File: config.mk
export PLATFORM = sky130hd
export DESIGN_NAME = alu_ctrl_seq
export DESIGN_NICKNAME = d
export VERILOG_FILES = /design/src/rtl/alu_ctrl_seq_pkg.sv /design/src/rtl/alu_ctrl_decode.sv /design/src/rtl/alu_ctrl_seq.sv
export SDC_FILE = /design/constraint.sdc
export NUM_CORES = 1
export LEC_CHECK = 0
export ABC_AREA = 1
export BUFFER_PORTS_ARGS = -buffer_cell sky130_fd_sc_hd__buf_2
export CORE_MARGIN = 2
export CORE_UTILIZATION = 43
export DETAILED_ROUTE_END_ITERATION = 12
export PLACE_DENSITY_LB_ADDON = 0.3
export SYNTH_ARGS = -nofsm -noshare
export SYNTH_HDL_FRONTEND = slang
export SYNTH_HIERARCHICAL = 1
export SYNTH_SLANG_ARGS = --single-unit
export TNS_END_PERCENT = 100
File: constraint.sdc
create_clock -name clk -period 1.1 [get_ports clk]
set_clock_uncertainty 0.05 [all_clocks]
set_input_delay 0 -clock clk [delete_from_list [all_inputs] [get_ports clk]]
set_output_delay 0 -clock clk [all_outputs]
set_load 0.02 [all_outputs]
File: src/rtl/alu_ctrl_seq_pkg.sv
`default_nettype none
// ============================================================================
// Module      : alu_ctrl_seq_pkg
// Description : Shared encodings for the ALU control sequencer: opcodes,
//               datapath register addresses and sequencer states.
// Revision    : 1.0  initial release
// ============================================================================
package alu_ctrl_seq_pkg;

    // Instruction opcodes (instr_op)
    typedef enum logic [2:0] {
        OP_NOP  = 3'b000,
        OP_LDA  = 3'b001,
        OP_LDB  = 3'b010,
        OP_ADD  = 3'b011,
        OP_SUB  = 3'b100,
        OP_OUT  = 3'b101,
        OP_ADDO = 3'b110,
        OP_ILL  = 3'b111
    } op_e;

    // Datapath register addresses (dp_reg_addr)
    localparam logic [1:0] c_reg_a    = 2'd0;
    localparam logic [1:0] c_reg_b    = 2'd1;
    localparam logic [1:0] c_reg_o    = 2'd2;
    localparam logic [1:0] c_reg_none = 2'd3;

    // Sequencer states
    typedef enum logic [1:0] {
        ST_IDLE = 2'd0,
        ST_EXEC = 2'd1,
        ST_FLAG = 2'd2
    } state_e;

    // Ops that run through the ALU and therefore need a FLAG cycle to
    // capture the registered carry.
    function automatic logic is_arith(input op_e op);
        return (op == OP_ADD) || (op == OP_SUB) || (op == OP_ADDO);
    endfunction

endpackage
`default_nettype wire

File: src/rtl/alu_ctrl_decode.sv
`default_nettype none
// ============================================================================
// Module      : alu_ctrl_decode
// Description : Purely combinational control decode for the ALU sequencer.
//               (state, latched op, latched imm) -> datapath controls + done.
// Ports       : enable       in   gate; 0 forces all controls idle
//               state        in   sequencer state
//               op           in   latched opcode
//               imm          in   latched immediate
//               dp_reg_addr  out  datapath write address (3 = no write)
//               dp_s_reg     out  1 = load dp_in, 0 = load ALU result
//               dp_s         out  ALU op, 0 = add, 1 = sub
//               dp_in        out  datapath data input
//               done         out  final cycle of the current instruction
// Revision    : 1.0  initial release
// ============================================================================
module alu_ctrl_decode
    import alu_ctrl_seq_pkg::*;
#(
    parameter int BIT_WIDTH = 1
) (
    input  logic                 enable,
    input  state_e               state,
    input  op_e                  op,
    input  logic [BIT_WIDTH-1:0] imm,
    output logic [1:0]           dp_reg_addr,
    output logic                 dp_s_reg,
    output logic                 dp_s,
    output logic [BIT_WIDTH-1:0] dp_in,
    output logic                 done
);

    always_comb begin
        dp_reg_addr = c_reg_none;
        dp_s_reg    = 1'b0;
        dp_s        = 1'b0;
        dp_in       = '0;
        done        = 1'b0;

        if (enable) begin
            case (state)
                ST_EXEC: begin
                    case (op)
                        OP_LDA: begin
                            dp_reg_addr = c_reg_a;
                            dp_s_reg    = 1'b1;
                            dp_in       = imm;
                            done        = 1'b1;
                        end
                        OP_LDB: begin
                            dp_reg_addr = c_reg_b;
                            dp_s_reg    = 1'b1;
                            dp_in       = imm;
                            done        = 1'b1;
                        end
                        OP_ADD, OP_SUB, OP_ADDO: begin
                            dp_reg_addr = c_reg_a;
                            dp_s        = (op == OP_SUB);
                        end
                        OP_OUT: begin
                            dp_reg_addr = c_reg_o;
                            done        = 1'b1;
                        end
                        // NOP and the illegal opcode finish without a write
                        default: begin
                            done = 1'b1;
                        end
                    endcase
                end
                ST_FLAG: begin
                    done = 1'b1;
                    // ADDO copies the freshly written A into O
                    if (op == OP_ADDO) begin
                        dp_reg_addr = c_reg_o;
                    end
                end
                default: begin
                end
            endcase
        end
    end

endmodule
`default_nettype wire

File: src/rtl/alu_ctrl_seq.sv
`default_nettype none
// ============================================================================
// Module      : alu_ctrl_seq
// Description : Instruction sequencer for an ALU/register datapath. Accepts
//               one instruction per valid/ready handshake, expands it into a
//               1-2 cycle control sequence and latches the datapath carry.
// Ports       : clk, rst_n            clock, synchronous active-low reset
//               instr_valid/ready     instruction handshake
//               instr_op, instr_imm   opcode and immediate
//               dp_cout               registered carry from the datapath
//               dp_in, dp_reg_addr,
//               dp_s_reg, dp_s        datapath controls
//               carry_flag            last add/sub carry
//               done                  pulse in final cycle of an instruction
//               illegal               sticky illegal-opcode flag
// Revision    : 1.0  initial release
// ============================================================================
module alu_ctrl_seq
    import alu_ctrl_seq_pkg::*;
#(
    parameter int BIT_WIDTH = 1
) (
    input  logic                 clk,
    input  logic                 rst_n,
    input  logic                 instr_valid,
    output logic                 instr_ready,
    input  logic [2:0]           instr_op,
    input  logic [BIT_WIDTH-1:0] instr_imm,
    input  logic                 dp_cout,
    output logic [BIT_WIDTH-1:0] dp_in,
    output logic [1:0]           dp_reg_addr,
    output logic                 dp_s_reg,
    output logic                 dp_s,
    output logic                 carry_flag,
    output logic                 done,
    output logic                 illegal
);

    state_e               r_state;
    state_e               w_state_nxt;
    op_e                  r_op;
    logic [BIT_WIDTH-1:0] r_imm;
    logic                 r_carry;
    logic                 r_illegal;
    logic                 w_accept;

    // Ready is masked by rst_n so nothing is handshaked while reset is held
    assign instr_ready = rst_n && (r_state == ST_IDLE);
    assign w_accept    = instr_valid && instr_ready;

    // State register
    always_ff @(posedge clk) begin
        if (!rst_n) begin
            r_state <= ST_IDLE;
        end else begin
            r_state <= w_state_nxt;
        end
    end

    // Next-state logic
    always_comb begin
        w_state_nxt = r_state;
        case (r_state)
            ST_IDLE: begin
                if (w_accept) begin
                    w_state_nxt = ST_EXEC;
                end
            end
            ST_EXEC: begin
                w_state_nxt = is_arith(r_op) ? ST_FLAG : ST_IDLE;
            end
            default: begin
                w_state_nxt = ST_IDLE;
            end
        endcase
    end

    // Instruction latches and status flags
    always_ff @(posedge clk) begin
        if (!rst_n) begin
            r_op      <= OP_NOP;
            r_imm     <= '0;
            r_carry   <= 1'b0;
            r_illegal <= 1'b0;
        end else begin
            if (w_accept) begin
                r_op  <= op_e'(instr_op);
                r_imm <= instr_imm;
            end
            // dp_cout reflects the EXEC result only once FLAG is reached
            if (r_state == ST_FLAG) begin
                r_carry <= dp_cout;
            end
            if ((r_state == ST_EXEC) && (r_op == OP_ILL)) begin
                r_illegal <= 1'b1;
            end
        end
    end

    assign carry_flag = r_carry;
    assign illegal    = r_illegal;

    // Controls are Moore-decoded; rst_n forces them idle so a reset in the
    // middle of an instruction issues no further write.
    alu_ctrl_decode #(
        .BIT_WIDTH (BIT_WIDTH)
    ) u_decode (
        .enable      (rst_n),
        .state       (r_state),
        .op          (r_op),
        .imm         (r_imm),
        .dp_reg_addr (dp_reg_addr),
        .dp_s_reg    (dp_s_reg),
        .dp_s        (dp_s),
        .dp_in       (dp_in),
        .done        (done)
    );

endmodule
`default_nettype wire

==> results of run 1 <==
## synth_stat cells (all sizes together)
library cell,n,share of area
a21oi,4,0.035
and2,1,0.013
and3,1,0.011
buf,1,0.020
dfxtp,8,0.28
ha,3,0.066
inv,24,0.16
nand2,17,0.11
nand3,8,0.092
nand4,5,0.055
nor2,13,0.099
nor3,3,0.026
o21ai,2,0.018
xor2,1,0.015
## path summary, 6_finish.rpt
path,startpoint,slack (ps),depth (start not counted),end
setup / recovery,r_state[0],-260,7,dp_reg_addr[0]
hold / removal,instr_op[2],10,5,r_op[2]
setup reg to reg,r_state[0],-20,6,r_op[0]
hold reg to reg,illegal,420,2,illegal
## cell families after synthesis
group                    after synthesis  synth area share
AO/OA/AOI/OAI                          6            0.0526
XOR/XNOR                               1            0.0154
adder cells (fa/ha/maj)                3            0.0658
buffers and inverters                 25             0.178
flip-flops                             8             0.281
AND/OR/NAND/NOR                       48             0.408
## worst max-delay path, stage by stage, from the launching register on
cell     delay (ps)
dfxtp_4         360
inv_2            40
ha_4            200
inv_2            60
nand2_4          60
a21oi_2         130
nand2_2          60
buf_6           130
## sequential cells by signal, summed over array words and instances, names as in the netlist
| register | flops |
|---|---|
| illegal | 1 |
| carry_flag | 1 |
| r_op | 3 |
| r_state | 2 |
| r_imm | 1 |
## cell type report
class,count,area (sq um),share of cell area
repair buffers,25,200,0.217
clock buffers,4,26.3,0.0285
inverters,24,90.1,0.0976
multi-input cells,58,414,0.449
well taps,15,18.8,0.0203
flip-flops and latches,8,174,0.188
## cell usage in the layout (no fill, tap or decap)
cell type and count:
nand3_1 6, buf_4 6, o21ai_0 1, nor3_4 1
inv_2 4, o21ai_1 1, nor2_4 2, dlygate4sd3_1 2
nand3_4 1, nand2_1 12, a21oi_2 2, xor2_1 1
nor3_1 2, nand3_2 1, dfxtp_4 3, nand4_1 5
a21oi_4 1, and3_4 1, nand2_2 4, nand2_4 1
clkbuf_4 3, dfxtp_2 2, buf_2 9, ha_4 3
buf_6 8, nor2_1 10, and2_2 1, clkbuf_1 1
dfxtp_1 3, inv_1 20, nor2_2 1, a21oi_1 1
## per-layer routing
| metal | global-route usage | wire length (um) | vias to the layer above |
|---|---|---|---|
| li1 | - | - | 341 |
| met1 | 0.175 | 516 | 281 |
| met2 | 0.321 | 738 | 14 |
| met3 | 0.00556 | 31 | 2 |
| met4 | 0.175 | 17 | 0 |
| met5 | 0 | 0 | - |
## power groups by stage
stage / clock network [mW] / logic, mW / registers (mW)
final: 0.243 / 0.231 / 0.320
after global routing: 0.271 / 0.258 / 0.321
after CTS: 0.259 / 0.208 / 0.318
after detailed placement: 0 / 0.181 / 0.323
after global placement: 0 / 0.179 / 0.322
after floorplan: 0 / 0.115 / 0.330
## stage by stage
step                hold WS, ps  setup WS [ps]  area (sq um)  setup TNS (ps)
global placement            192          -53.4           734            -147
finish                     12.0           -257           923           -1370
floorplan                  87.6           9.80           602               0
CTS                        1.48           -262           861           -1490
detailed placement          198          -79.5           734            -244
global route               28.8           -315           923           -2110
## what timing repair did
action,in CTS,in global routing
hold endpoints to repair,2,0
gates resized for setup,23,16
cloned,0,0
buffers inserted,1,0
pin swaps,9,7
hold buffers,2,0
endpoints found under the setup margin,7,12
==> reports/summary.txt, run 1 <==
Max Buffers Root-to-Sink -> 2
DIE WIDTH -> 40.4 um
worst-path fanout max -> 3
Residual DRC -> 0
final worst slack -> -257 ps
share of post-route cells with drive strength above 1 -> 0.454
Inst Count DP -> 127
clock root cell -> clkbuf_4
type of the worst min-delay path -> in -> reg
Cell variety after synth -> 17
outcome -> complete, but fails checks
Arr. time, crit path -> 1310 ps
Final Hold Vio Count -> 0
hpwl dp -> 897 um
port buffer count -> 16
fill cell total of the finished layout -> 97
initial core utilization -> 0.450
Cell Pwr Density -> 860 mW/mm^2
CTS tree -> built
Psw -> 0.247 mW
core outline area -> 0.00127 sq mm
synthesized instance count -> 91
Vias -> 638
CTS clk-pin slew, worst paths -> 60 ps
post-route ant nets -> 0
synthesis-to-finish area growth -> 61.8%
Flop pwr share -> 0.403
failing checks -> setup timing
I/O Pins -> 17
num rows -> 13
clock share of power -> 0.306
Pleak -> 0.441 nW
critical path class -> reg -> out
fin nets -> 131
combinational group share of total power -> 0.291
Max-Cap Viols -> 0
Via density -> 4.76
Ys Warns -> 6
Required @ worst endpoint -> 1050 ps
Slew Viols, Final -> 0
CTS Buf Count -> 3
Non-Filler Instances -> 134
worst-margin pin slew -> 306 ps
ant diodes -> 0
peak supply drop -> 0.505 mV
post-route clock period utilization -> 1.23
DIE HEIGHT -> 40.4 um
Tmin final -> 1360 ps
Net Sw Frac -> 0.311
first-pass GRT wire length -> 1.90 mm
sequential area share after synthesis -> 0.281
Final Routed Wirelength -> 1.30 mm
vias in the first global route -> 524
Crit. End Element -> output port
final core occ -> 0.728
# setup viols final -> 11
gp weighted congestion -> 0.722
Starting DRT DRC Count -> 14
Post-Syn Nets -> 102
Die ar. -> 0.00163 sq mm
slew margin rel. -> 0.796
routed len/inst -> 9.72 um
largest net degree at the start of global routing -> 16
clk_lat worst skew -> 250 ps
gr ovfl total -> 0
P_int -> 0.547 mW
startpoint type of the worst setup path -> register
RSZ-0062 raised after global routing -> true
initial antenna violation count -> 0
Tot Pwr -> 0.794 mW
Sink Count -> 8
Synth Area per Inst -> 6.27 sq um
overall routing resource usage -> 0.178
First-pass DRT Iterations -> 4
mapped cell area -> 571 sq um
Yosys reg bits -> 8
htree depth -> 1
Achievable Freq -> 737 MHz
(Power assumes the default switching activity.)
==> inputs of run 2 (changes only) <==
--- a/config.mk
+++ b/config.mk
@@ -5,11 +5,12 @@
 export SDC_FILE = /design/constraint.sdc
 export NUM_CORES = 1
 export LEC_CHECK = 0
-export ABC_AREA = 1
 export BUFFER_PORTS_ARGS = -buffer_cell sky130_fd_sc_hd__buf_2
-export CORE_MARGIN = 2
-export CORE_UTILIZATION = 43
+export CAP_MARGIN = 0
+export CORE_AREA = 2 2 39 41
+export CTS_CLUSTER_SIZE = 28
 export DETAILED_ROUTE_END_ITERATION = 12
+export DIE_AREA = 0 0 41 43
 export PLACE_DENSITY_LB_ADDON = 0.3
 export SYNTH_ARGS = -nofsm -noshare
 export SYNTH_HDL_FRONTEND = slang
==> run 2 against run 1 <==
The flow still finishes with violations (setup timing). Flip-flop and latch count unchanged. Sequential power about the same. Wire length increased by 6.0%. Die area rose by 7.9%. Setup slack worse by 89 ps. Fmax decreased by 6.2%. Via count shrank 12%. First-iteration DRC count down 43%. Final cell count down 15%. Largest cell class unchanged. Highest routed layer unchanged.
==> reports/summary.txt, run 2 <==
Vias -> 564
post-route cell area -> 978 sq um
outcome -> complete, but fails checks
worst path cell trace -> ha_4 -> o211ai_1 -> nand4bb_4 -> buf_6
Residual DRC -> 0
overall routing resource usage -> 0.171
Arr. time, crit path -> 1400 ps
Net Sw Frac -> 0.291
Flop pwr share -> 0.401
Crit. End Element -> output port
flip-flop count of the largest register after layout -> 3
share of post-route cells with drive strength above 1 -> 0.663
P_int -> 0.563 mW
Starting DRT DRC Count -> 8
Die ar. -> 0.00176 sq mm
clock share of power -> 0.284
vias in the first global route -> 472
worst-margin pin slew -> 282 ps
core outline area -> 0.00138 sq mm
multi-input logic area -> 463 sq um
CTS Buf Count -> 3
Inst Count DP -> 101
type of the worst min-delay path -> in -> reg
combinational group share of total power -> 0.315
fin nets -> 111
Synth Flop Type -> dfxtp_1
Largest Register -> r_op
Achievable Freq -> 692 MHz
startpoint type of the worst setup path -> register
Tmin final -> 1450 ps
Psw -> 0.231 mW
Tot Pwr -> 0.794 mW
I/O Pins -> 17
Slew Viols, Final -> 0
clock root cell -> clkbuf_4
RSZ-0062 raised after global routing -> true
largest net degree at the start of global routing -> 10
top-count cell post-synth -> nand2_1
initial antenna violation count -> 0
share of the synthesized area in the top cell type -> 0.321
num rows -> 14
hpwl dp -> 863 um
sum of negative setup slack -> -1840 ps
port buffer count -> 16
slowest stage delay, CP -> 360 ps
gp weighted congestion -> 0.680
synthesis-to-finish area growth -> 96.0%
critical path class -> reg -> out
most frequent cells after synthesis -> nand2_1, dfxtp_1, inv_1, nor2_1
delay-heaviest family, CP -> flip-flops
post-route clock period utilization -> 1.31
most common cell after layout, fill and taps aside -> buf_4
Pleak -> 0.403 nW
Synth Area per Inst -> 8.18 sq um
sequential area share after synthesis -> 0.321
Seq. cell area -> 176 sq um
area leader, netlist -> dfxtp_1
DIE WIDTH -> 41 um
Cell variety after synth -> 25
Worst R2R Path Depth -> 4
routed len/inst -> 12.1 um
DIE HEIGHT -> 43 um
first-pass GRT wire length -> 1.97 mm
EDFF count, synth -> 0
initial core utilization -> 0.361
failing checks -> setup timing
First-pass DRT Iterations -> 4
Post-Syn Nets -> 72
Final Routed Wirelength -> 1.38 mm
Cell Pwr Density -> 811 mW/mm^2
most frequent cells in the layout -> buf_4, nand2_1, buf_2, buf_6, dlygate4sd3_1
Via density -> 4.95
Final Hold Vio Count -> 0
Ys Warns -> 6
Max Buffers Root-to-Sink -> 2
Max-Cap Viols -> 0
ant diodes -> 0
slowest stage cell, crit path -> dfxtp_4
final worst slack -> -346 ps
CTS tree -> built
top flop regs -> r_op (3), r_state (2)
fill cell total of the finished layout -> 101
mapped cell area -> 499 sq um
placed cell area -> 732 sq um
worst-path fanout max -> 4
Required @ worst endpoint -> 1050 ps
top cells by area, synth -> dfxtp_1, nand2_1, ha_1
post-route ant nets -> 0
Yosys reg bits -> 8
Hold Crit Depth -> 2
FFs w/ async S/R, synth -> 0
CTS clk-pin slew, worst paths -> 50 ps
clk_lat worst skew -> 250 ps
# setup viols final -> 7
Non-Filler Instances -> 114
htree depth -> 1
synthesized instance count -> 61
Sink Count -> 8
peak supply drop -> 0.565 mV
Worst Path Buf+Inv -> 1
gr ovfl total -> 0
CP Depth -> 4
Worst Hold Slack -> 58.3 ps
slew margin rel. -> 0.811
[run 2: per-layer routing]
layer / GRT usage / part of all wire / wire (um)
met3: 0.0157 / 0.028 / 38
met1: 0.203 / 0.41 / 561
met5: 0 / 0 / 0
met2: 0.259 / 0.52 / 724
met4: 0.140 / 0.041 / 56
[run 2: power by group through the flow]
| stage | combinational [mW] | sequential [mW] | clock, mW |
|---|---|---|---|
| finish | 0.250 | 0.319 | 0.225 |
| CTS | 0.210 | 0.319 | 0.238 |
| global placement | 0.178 | 0.324 | 0 |
| global route | 0.269 | 0.320 | 0.242 |
| detailed placement | 0.180 | 0.325 | 0 |
| floorplan | 0.109 | 0.332 | 0 |
[run 2: timing repair]
item / in CTS / in global routing
hold endpoints to repair: 5 / 0
gates resized for setup: 15 / 21
cloned: 0 / 1
setup buffers: 1 / 3
hold buffers: 5 / 0
endpoints found under the setup margin: 8 / 14
pin swaps: 4 / 13
[run 2: cells by family (layout without fill, tap and decap cells)]
kind of cell / after synthesis / count (layout) / share of synthesized area
and+or+nand+nor: 31 / 32 / 0.341
AOI/OAI and AO/OA: 10 / 10 / 0.130
DFF: 8 / 8 / 0.321
buffers and inverters: 6 / 42 / 0.0752
adders and majority gates: 3 / 3 / 0.0752
muxes: 2 / 2 / 0.0401
xor gates and xnor gates: 1 / 1 / 0.0175
[run 2: path summary, 6_finish.rpt]
check | end | startpoint | slack (ps)
worst max-delay path | dp_reg_addr[0] | r_op[2] | -350
worst min-delay path | carry_flag | rst_n | 60
worst max register to register | r_op[1] | r_state[0] | 10
worst min register to register | r_imm | r_imm | 410
[run 2: stage by stage]
stage / util / setup slack [ps]
after CTS: 0.618 / -361
after detailed placement: 0.529 / -111
after global routing: 0.707 / -395
after floorplan: - / -56.2
after global placement: 0.529 / -95.9
final: 0.707 / -346
[run 2: final cells by class]
type / instances / share of cell area
multi-input combinational: 48 / 0.473
timing repair buffer: 35 / 0.285
sequential: 8 / 0.180
clock buffer: 3 / 0.0230
tap: 16 / 0.0205
inverter: 4 / 0.0179
